File: src/rtl/time_set_ctrl.sv
// Front-panel time-setting controller: debounces mode/inc/dec buttons, stages
// hours and minutes through an edit FSM and strobes the result into the RTC.
module time_set_ctrl #(
    parameter int DEBOUNCE_CYCLES = 16,
    parameter int REPEAT_DELAY    = 500000,
    parameter int REPEAT_PERIOD   = 100000,
    parameter int TIMEOUT_CYCLES  = 50000000
) (
    input  logic       clk,
    input  logic       rst,
    input  logic       btn_mode,
    input  logic       btn_inc,
    input  logic       btn_dec,
    input  logic [4:0] cur_hh,
    input  logic [5:0] cur_mm,
    output logic [4:0] initial_time_hh,
    output logic [5:0] initial_time_mm,
    output logic       initial_time_valid,
    output logic [1:0] edit_field
);
    localparam int DB_W    = $clog2(DEBOUNCE_CYCLES + 1);
    localparam int RPT_MAX = (REPEAT_DELAY > REPEAT_PERIOD) ? REPEAT_DELAY : REPEAT_PERIOD;
    localparam int RPT_W   = $clog2(RPT_MAX + 1);
    localparam int TO_W    = $clog2(TIMEOUT_CYCLES + 1);

    // Bit 0 = mode, 1 = inc, 2 = dec
    logic [2:0] btn_raw;
    logic [2:0] press;

    assign btn_raw = {btn_dec, btn_inc, btn_mode};

    genvar gi;
    generate
        for (gi = 0; gi < 3; gi++) begin : g_btn
            localparam bit HAS_RPT = (gi != 0);
            logic             sync1_reg;
            logic             sync2_reg;
            logic             level_reg;
            logic             level_d_reg;
            logic             press_reg;
            logic [DB_W-1:0]  db_cnt_reg;
            logic [RPT_W-1:0] rpt_cnt_reg;

            always_ff @(posedge clk or posedge rst) begin
                if (rst) begin
                    sync1_reg   <= 1'b0;
                    sync2_reg   <= 1'b0;
                    level_reg   <= 1'b0;
                    level_d_reg <= 1'b0;
                    press_reg   <= 1'b0;
                    db_cnt_reg  <= '0;
                    rpt_cnt_reg <= '0;
                end else begin
                    sync1_reg   <= btn_raw[gi];
                    sync2_reg   <= sync1_reg;
                    level_d_reg <= level_reg;

                    if (sync2_reg == level_reg) begin
                        db_cnt_reg <= '0;
                    end else if (db_cnt_reg == DB_W'(DEBOUNCE_CYCLES - 1)) begin
                        level_reg  <= sync2_reg;
                        db_cnt_reg <= '0;
                    end else begin
                        db_cnt_reg <= db_cnt_reg + 1'b1;
                    end

                    // Repeat counter counts down to the next auto-repeat pulse
                    if (level_reg && !level_d_reg) begin
                        press_reg   <= 1'b1;
                        rpt_cnt_reg <= RPT_W'(REPEAT_DELAY - 1);
                    end else if (level_reg && HAS_RPT) begin
                        if (rpt_cnt_reg == '0) begin
                            press_reg   <= 1'b1;
                            rpt_cnt_reg <= RPT_W'(REPEAT_PERIOD - 1);
                        end else begin
                            press_reg   <= 1'b0;
                            rpt_cnt_reg <= rpt_cnt_reg - 1'b1;
                        end
                    end else begin
                        press_reg   <= 1'b0;
                        rpt_cnt_reg <= '0;
                    end
                end
            end

            assign press[gi] = press_reg;
        end
    endgenerate

    typedef enum logic [1:0] {S_IDLE, S_EDIT_HH, S_EDIT_MM, S_COMMIT} state_t;

    state_t          state_reg;
    logic [4:0]      hh_reg;
    logic [5:0]      mm_reg;
    logic            valid_reg;
    logic [1:0]      field_reg;
    logic [TO_W-1:0] to_cnt_reg;

    logic any_press;
    logic step_up;
    logic step_dn;
    logic timed_out;

    // Mode dominates; simultaneous inc and dec cancel each other
    assign any_press = |press;
    assign step_up   = press[1] & ~press[2] & ~press[0];
    assign step_dn   = press[2] & ~press[1] & ~press[0];
    assign timed_out = (to_cnt_reg == TO_W'(TIMEOUT_CYCLES - 1)) && !any_press;

    always_ff @(posedge clk or posedge rst) begin
        if (rst) begin
            state_reg  <= S_IDLE;
            hh_reg     <= '0;
            mm_reg     <= '0;
            valid_reg  <= 1'b0;
            field_reg  <= 2'd0;
            to_cnt_reg <= '0;
        end else begin
            valid_reg <= 1'b0;
            if (any_press || state_reg == S_IDLE || state_reg == S_COMMIT)
                to_cnt_reg <= '0;
            else
                to_cnt_reg <= to_cnt_reg + 1'b1;

            case (state_reg)
                S_IDLE: begin
                    if (press[0]) begin
                        hh_reg    <= cur_hh;
                        mm_reg    <= cur_mm;
                        state_reg <= S_EDIT_HH;
                        field_reg <= 2'd1;
                    end
                end
                S_EDIT_HH: begin
                    if (press[0]) begin
                        state_reg <= S_EDIT_MM;
                        field_reg <= 2'd2;
                    end else if (timed_out) begin
                        state_reg <= S_IDLE;
                        field_reg <= 2'd0;
                    end else if (step_up) begin
                        hh_reg <= (hh_reg >= 5'd23) ? 5'd0 : hh_reg + 5'd1;
                    end else if (step_dn) begin
                        hh_reg <= (hh_reg == 5'd0) ? 5'd23 : hh_reg - 5'd1;
                    end
                end
                S_EDIT_MM: begin
                    if (press[0]) begin
                        state_reg <= S_COMMIT;
                        field_reg <= 2'd0;
                        valid_reg <= 1'b1;
                    end else if (timed_out) begin
                        state_reg <= S_IDLE;
                        field_reg <= 2'd0;
                    end else if (step_up) begin
                        mm_reg <= (mm_reg >= 6'd59) ? 6'd0 : mm_reg + 6'd1;
                    end else if (step_dn) begin
                        mm_reg <= (mm_reg == 6'd0) ? 6'd59 : mm_reg - 6'd1;
                    end
                end
                S_COMMIT: begin
                    state_reg <= S_IDLE;
                    field_reg <= 2'd0;
                end
                default: begin
                    state_reg <= S_IDLE;
                    field_reg <= 2'd0;
                end
            endcase
        end
    end

    assign initial_time_hh    = hh_reg;
    assign initial_time_mm    = mm_reg;
    assign initial_time_valid = valid_reg;
    assign edit_field         = field_reg;
endmodule

File: config.mk
export PLATFORM = sky130hd
export DESIGN_NAME = time_set_ctrl
export DESIGN_NICKNAME = d
export VERILOG_FILES = /design/src/rtl/time_set_ctrl.sv
export SDC_FILE = /design/constraint.sdc
export NUM_CORES = 1
export LEC_CHECK = 0
export ABC_AREA = 1
export CORE_ASPECT_RATIO = 1.75
export CORE_MARGIN = 10
export CORE_UTILIZATION = 55
export DETAILED_ROUTE_END_ITERATION = 8
export GPL_TIMING_DRIVEN = 1
export HOLD_SLACK_MARGIN = 0.03
export PLACE_DENSITY = 0.77
export SYNTH_ARGS = -nofsm -noshare
export SYNTH_HDL_FRONTEND = slang
export SYNTH_SLANG_ARGS = --single-unit
File: constraint.sdc
create_clock -name clk -period 3.4 [get_ports clk]
set_input_delay 0.68 -clock clk [delete_from_list [all_inputs] [get_ports clk]]
set_output_delay 0.68 -clock clk [all_outputs]
set_load 0.01 [all_outputs]
**Word-level counts from Yosys, hierarchy flattened**

Index checks and enable logic that the tools add are counted.

- Output and inout port bits: 14
- Register bits: 110
- Logic and storage cells: 135
- Bits of input ports: 16

- Eq/ne operators: 17
- Add/sub/neg operators: 10
- Reduce and logical (&&, ||, !) cells: 23
- Order comparisons: 2
- Bitwise operators: 10
- Muxes and demuxes: 47

Operators with widths:

| kind | number |
|---|---|
| 2-to-1 mux 19 bit | 6 |
| 2-to-1 mux 5 bit | 13 |
| 2-to-1 mux 6 bit | 7 |
| logical NOT 19 bit | 2 |
| subtractor 19 x 1 -> 19 bit (second input constant) | 2 |
| adder 26 x 1 -> 26 bit (second input constant) | 1 |
| equality test 26 bit (second input constant) | 1 |
| 2-to-1 mux 26 bit | 1 |
| adder 5 x 1 -> 5 bit (second input constant) | 4 |
| case mux 2 bit (4 select lines) | 2 |
| equality test 5 x 4 -> 1 bit (second input constant) | 3 |
| 2-to-1 mux 2 bit | 7 |
| case mux 6 bit (2 select lines) | 1 |
| inequality test 2 bit (second input constant) | 5 |
| case mux 5 bit (2 select lines) | 1 |
| AND reduction 5 bit | 2 |
| 2-to-1 mux 1 bit | 9 |
| adder 6 x 1 -> 6 bit (second input constant) | 1 |
| greater-or-equal comparator 6 bit (second input constant) | 1 |
| logical NOT 6 bit | 1 |
| inequality test 3 bit (second input constant) | 2 |
| inverter 1 bit | 6 |
| AND reduction 2 bit | 3 |
| subtractor 6 x 1 -> 6 bit (second input constant) | 1 |
| 13 further kinds | 27 |

**Depth between registers and ports, before layout**

- Word-level depth: 8
- Depth in mapped cells: 11
- Mapped depth without buffers: 11

**Least setup slack after synthesis**

No wires, ideal clock.

- Kind: flip-flop to flip-flop
- Start: register to_cnt_reg[0]
- End: register to_cnt_reg[16]
- Arrival: 1396 ps
- Path buffers: 0
- Data required time: 3279 ps
- Cell stages (with the launch flop): 10
- Library setup time: 121 ps
- Slack: 1883 ps
- Period minus slack after synthesis: 1517 ps
- Cell sequence: dfrtp_1 > ha_1 > nand3_2 > nor2_4 > nand2_2 > nor2_4 > inv_2 > nor2_2 > xor2_1 > nor2_1

- Longest elaborated chain between the ends: 2

RTL lines:

| what | line | source |
|---|---|---|
| start, declared | 97 | `logic [TO_W-1:0] to_cnt_reg;` |
| start signal, assigned | 123 | `to_cnt_reg <= to_cnt_reg + 1'b1;` |
| adder 26 x 1 -> 26 bit | 123 |  |
| 2-to-1 mux 26 bit | 120 | `if (any_press \|\| state_reg == S_IDLE \|\| state_reg == S_COMMIT)` |

No other way between the ends.
A chain may end at the register's enable or synchronous reset.

**Final worst setup path**

- Start: register mm_reg[2] (netlist: initial_time_mm[2])
- End: output port initial_time_mm[2]

RTL lines:

| what | line | source |
|---|---|---|
| start, declared | 94 | `logic [5:0] mm_reg;` |
| start signal, assigned | 129 | `mm_reg <= cur_mm;` |
| start signal, assigned | 156 | `mm_reg <= (mm_reg >= 6'd59) ? 6'd0 : mm_reg + 6'd1;` |
| start signal, assigned | 158 | `mm_reg <= (mm_reg == 6'd0) ? 6'd59 : mm_reg - 6'd1;` |
| end, declared | 17 | `output logic [5:0] initial_time_mm,` |

No word-level cell between the ends.

==> impl_results.md <==
- H-Tree Depth: 3
- Syn avg cell area: 7.773 sq um
- Vias per inst: 5.403
- Cts hold-fix bufs: 0
- Area contributors post-synth: dfrtp_1, nand2_1, nor2_1
- Critical path launch point type: flip-flop
- Mapped cell area: 6110 sq um
- DR DRC count: 0
- Top cells by count, synth: nand2_1, nor2_1, dfrtp_1
- Final Total Pwr: 0.002743 W
- Share of cells above drive strength 1: 0.1005
- WL/cell: 13.75 microns
- Part of the cycle the worst path needs: 0.6432
- Layout area overhead: 11.90%
- Clk root buf: clkbuf_16
- Top-area cell type share of the netlist area: 0.4505
- Max FFs per register: 38
- Worst path max stage delay: 610 ps
- Clock Latency Late Sink: 350 ps
- Total wire length: 13150 microns
- Core Box Area: 10760 sq um
- Initial core utilization: 0.5678
- RSZ-0062 raised after global routing: no
- Maximum vdd drop: 0.3677 mV
- Area leader, netlist: dfrtp_1
- Crit path cell chain: clkdlybuf4s50_1
- Vias: 5165
- Ys async rst share: 1.000
- Resized cells post-CTS: 0
- Clk slew on worst S/H paths: 70 ps
- Most frequent cell after synthesis: nand2_1
- Leak: 3.578 nW
- CP max FO: 9
- Die Area: 15890 sq um
- Worst Tran Pin Value: 568.4 ps
- Setup violators final: 0
- YS warnings: 0
- Synth Instances: 786
- Crit. End Element: output port
- Die H: 159.4 microns
- Setup TNS Final: 0 ps
- Worst hold path depth: 0
- Max-Cap Viols: 0
- Largest net degree at the start of global routing: 111
- Post-Syn Nets: 815
- Final HPWL DP: 9669 microns
- Crit path time final: 2187 ps
- Final Skew: 8.331 ps
- Worst hold slack: 350.8 ps
- Crit Path Class: flip-flop to output port
- Antenna violations before repair: 0
- Final net count: 850
- Slowest CP cell: clkdlybuf4s50_1
- I/O Buffers: 29
- Required @ worst endpoint: 2720 ps
- Slew headroom: 0.6210
- PD cells: 401.2 nW/um^2
- Critical path arrival: 1510 ps
- CP Depth: 1
- Overall Global Routing Usage: 0.1700
- GP Congestion: 0.9545
- Top_reg_cell synth: dfrtp_1
- First-pass GRT wire length: 23080 microns
- Vias in the first global route: 5269
- Final Hold Vio Count: 0
- Netlist cell types: 36
- # diodes: 0
- Rows: 50
- TritonCTS buffer count: 9
- Pins over their slew limit: 0
- Pre-antenna DRT Iters: 5
- Post-DRT Antenna Nets: 0
- Clock Sinks: 110
- Io pins: 30
- CTS tree: yes
- Worst hold path class: flip-flop to flip-flop
- Grt ovf: 0
- F_max: 457.3 MHz
- Worst R2R Path Depth: 10
- Worst-case clock buffer depth: 2
- Synthesized flop and latch total: 110
- Die X: 99.67 microns
- Number of synthesized flops with an enable pin: 0
- Outcome: finished, final reports clean
- Critical path's top delay family: buffers and inverters
- WP buf/inv: 1
- Initial DRC Count: 322
- Sequential area share after synthesis: 0.4505
- Post-CTS Repair Setup Buffers: 0
-- layout make-up --
cell class	instances	area, sq um
multi-input combinational	569	2932
tap	130	162.7
sequential	110	2753
clock buffer	12	256.5
fill	925	3924
timing repair buffer	30	310.3
inverter	101	392.9
clock inverter	4	30.03
-- power breakdown --
group	switching (W)	internal [W]
clock network	0.000483	0.000541
logic	0.000179	0.000137
registers	0.0000575	0.00134
-- routing by layer --
layer / global-route usage / wire, microns
met1: 0.1823 / 5102
met2: 0.3085 / 7227
met3: 0.02214 / 455
met4: 0.08901 / 362
met5: 0 / 0
-- layout by cell type, fill, tap and decap left out, types with 3 or more instances in the layout --
cell type and n:
a21oi_1 24, a31oi_1 5, and3_1 3, clkbuf_16 9
clkdlybuf4s50_1 29, dfrtp_1 110, ha_1 13, inv_1 84
inv_2 13, nand2_1 187, nand2_2 10, nand3_1 49
nand3_2 3, nand3b_1 3, nand4_1 14, nor2_1 124
nor2_2 9, nor2_4 8, nor3_1 12, o21ai_0 28
o21ai_1 9, o21ai_2 6, or2_2 6, xnor2_1 13
xor2_1 28
-- stage by stage --
step	worst slack [ps]	std cells	area, sq um	utilization
after global routing	1172	956	6837	0.6353
after CTS	1218	956	6837	0.6353
after floorplan	1391	786	6113	-
after global placement	1631	940	6550	0.6087
after detailed placement	1598	940	6550	0.6087
final	1213	956	6837	0.6353
-- path summary, 6_finish.rpt --
kind / startpoint / to / slack, ps
max: initial_time_mm[2]$_DFFE_PP0P_ / initial_time_mm[2] / 1210
min: g_btn[2].sync1_reg$_DFF_PP0_ / g_btn[2].sync2_reg$_DFF_PP0_ / 350
max reg2reg: to_cnt_reg[0]$_DFF_PP0_ / edit_field[1]$_DFFE_PP0P_ / 1660
min reg2reg: g_btn[2].sync1_reg$_DFF_PP0_ / g_btn[2].sync2_reg$_DFF_PP0_ / 350
max in group asynchronous: rst / g_btn[2].rpt_cnt_reg[15]$_DFF_PP0_ / 2140
min in group asynchronous: rst / g_btn[1].rpt_cnt_reg[13]$_DFF_PP0_ / 830
-- cell families after synthesis --
| group | after synthesis | share of synthesized area |
|---|---|---|
| compound gates | 77 | 0.07004 |
| xor+xnor | 41 | 0.05878 |
| fa+ha+maj | 13 | 0.02662 |
| buf+inv | 107 | 0.06963 |
| flops | 110 | 0.4505 |
| simple gates | 438 | 0.3244 |
Note: power is estimated with default switching activity, not from simulation.
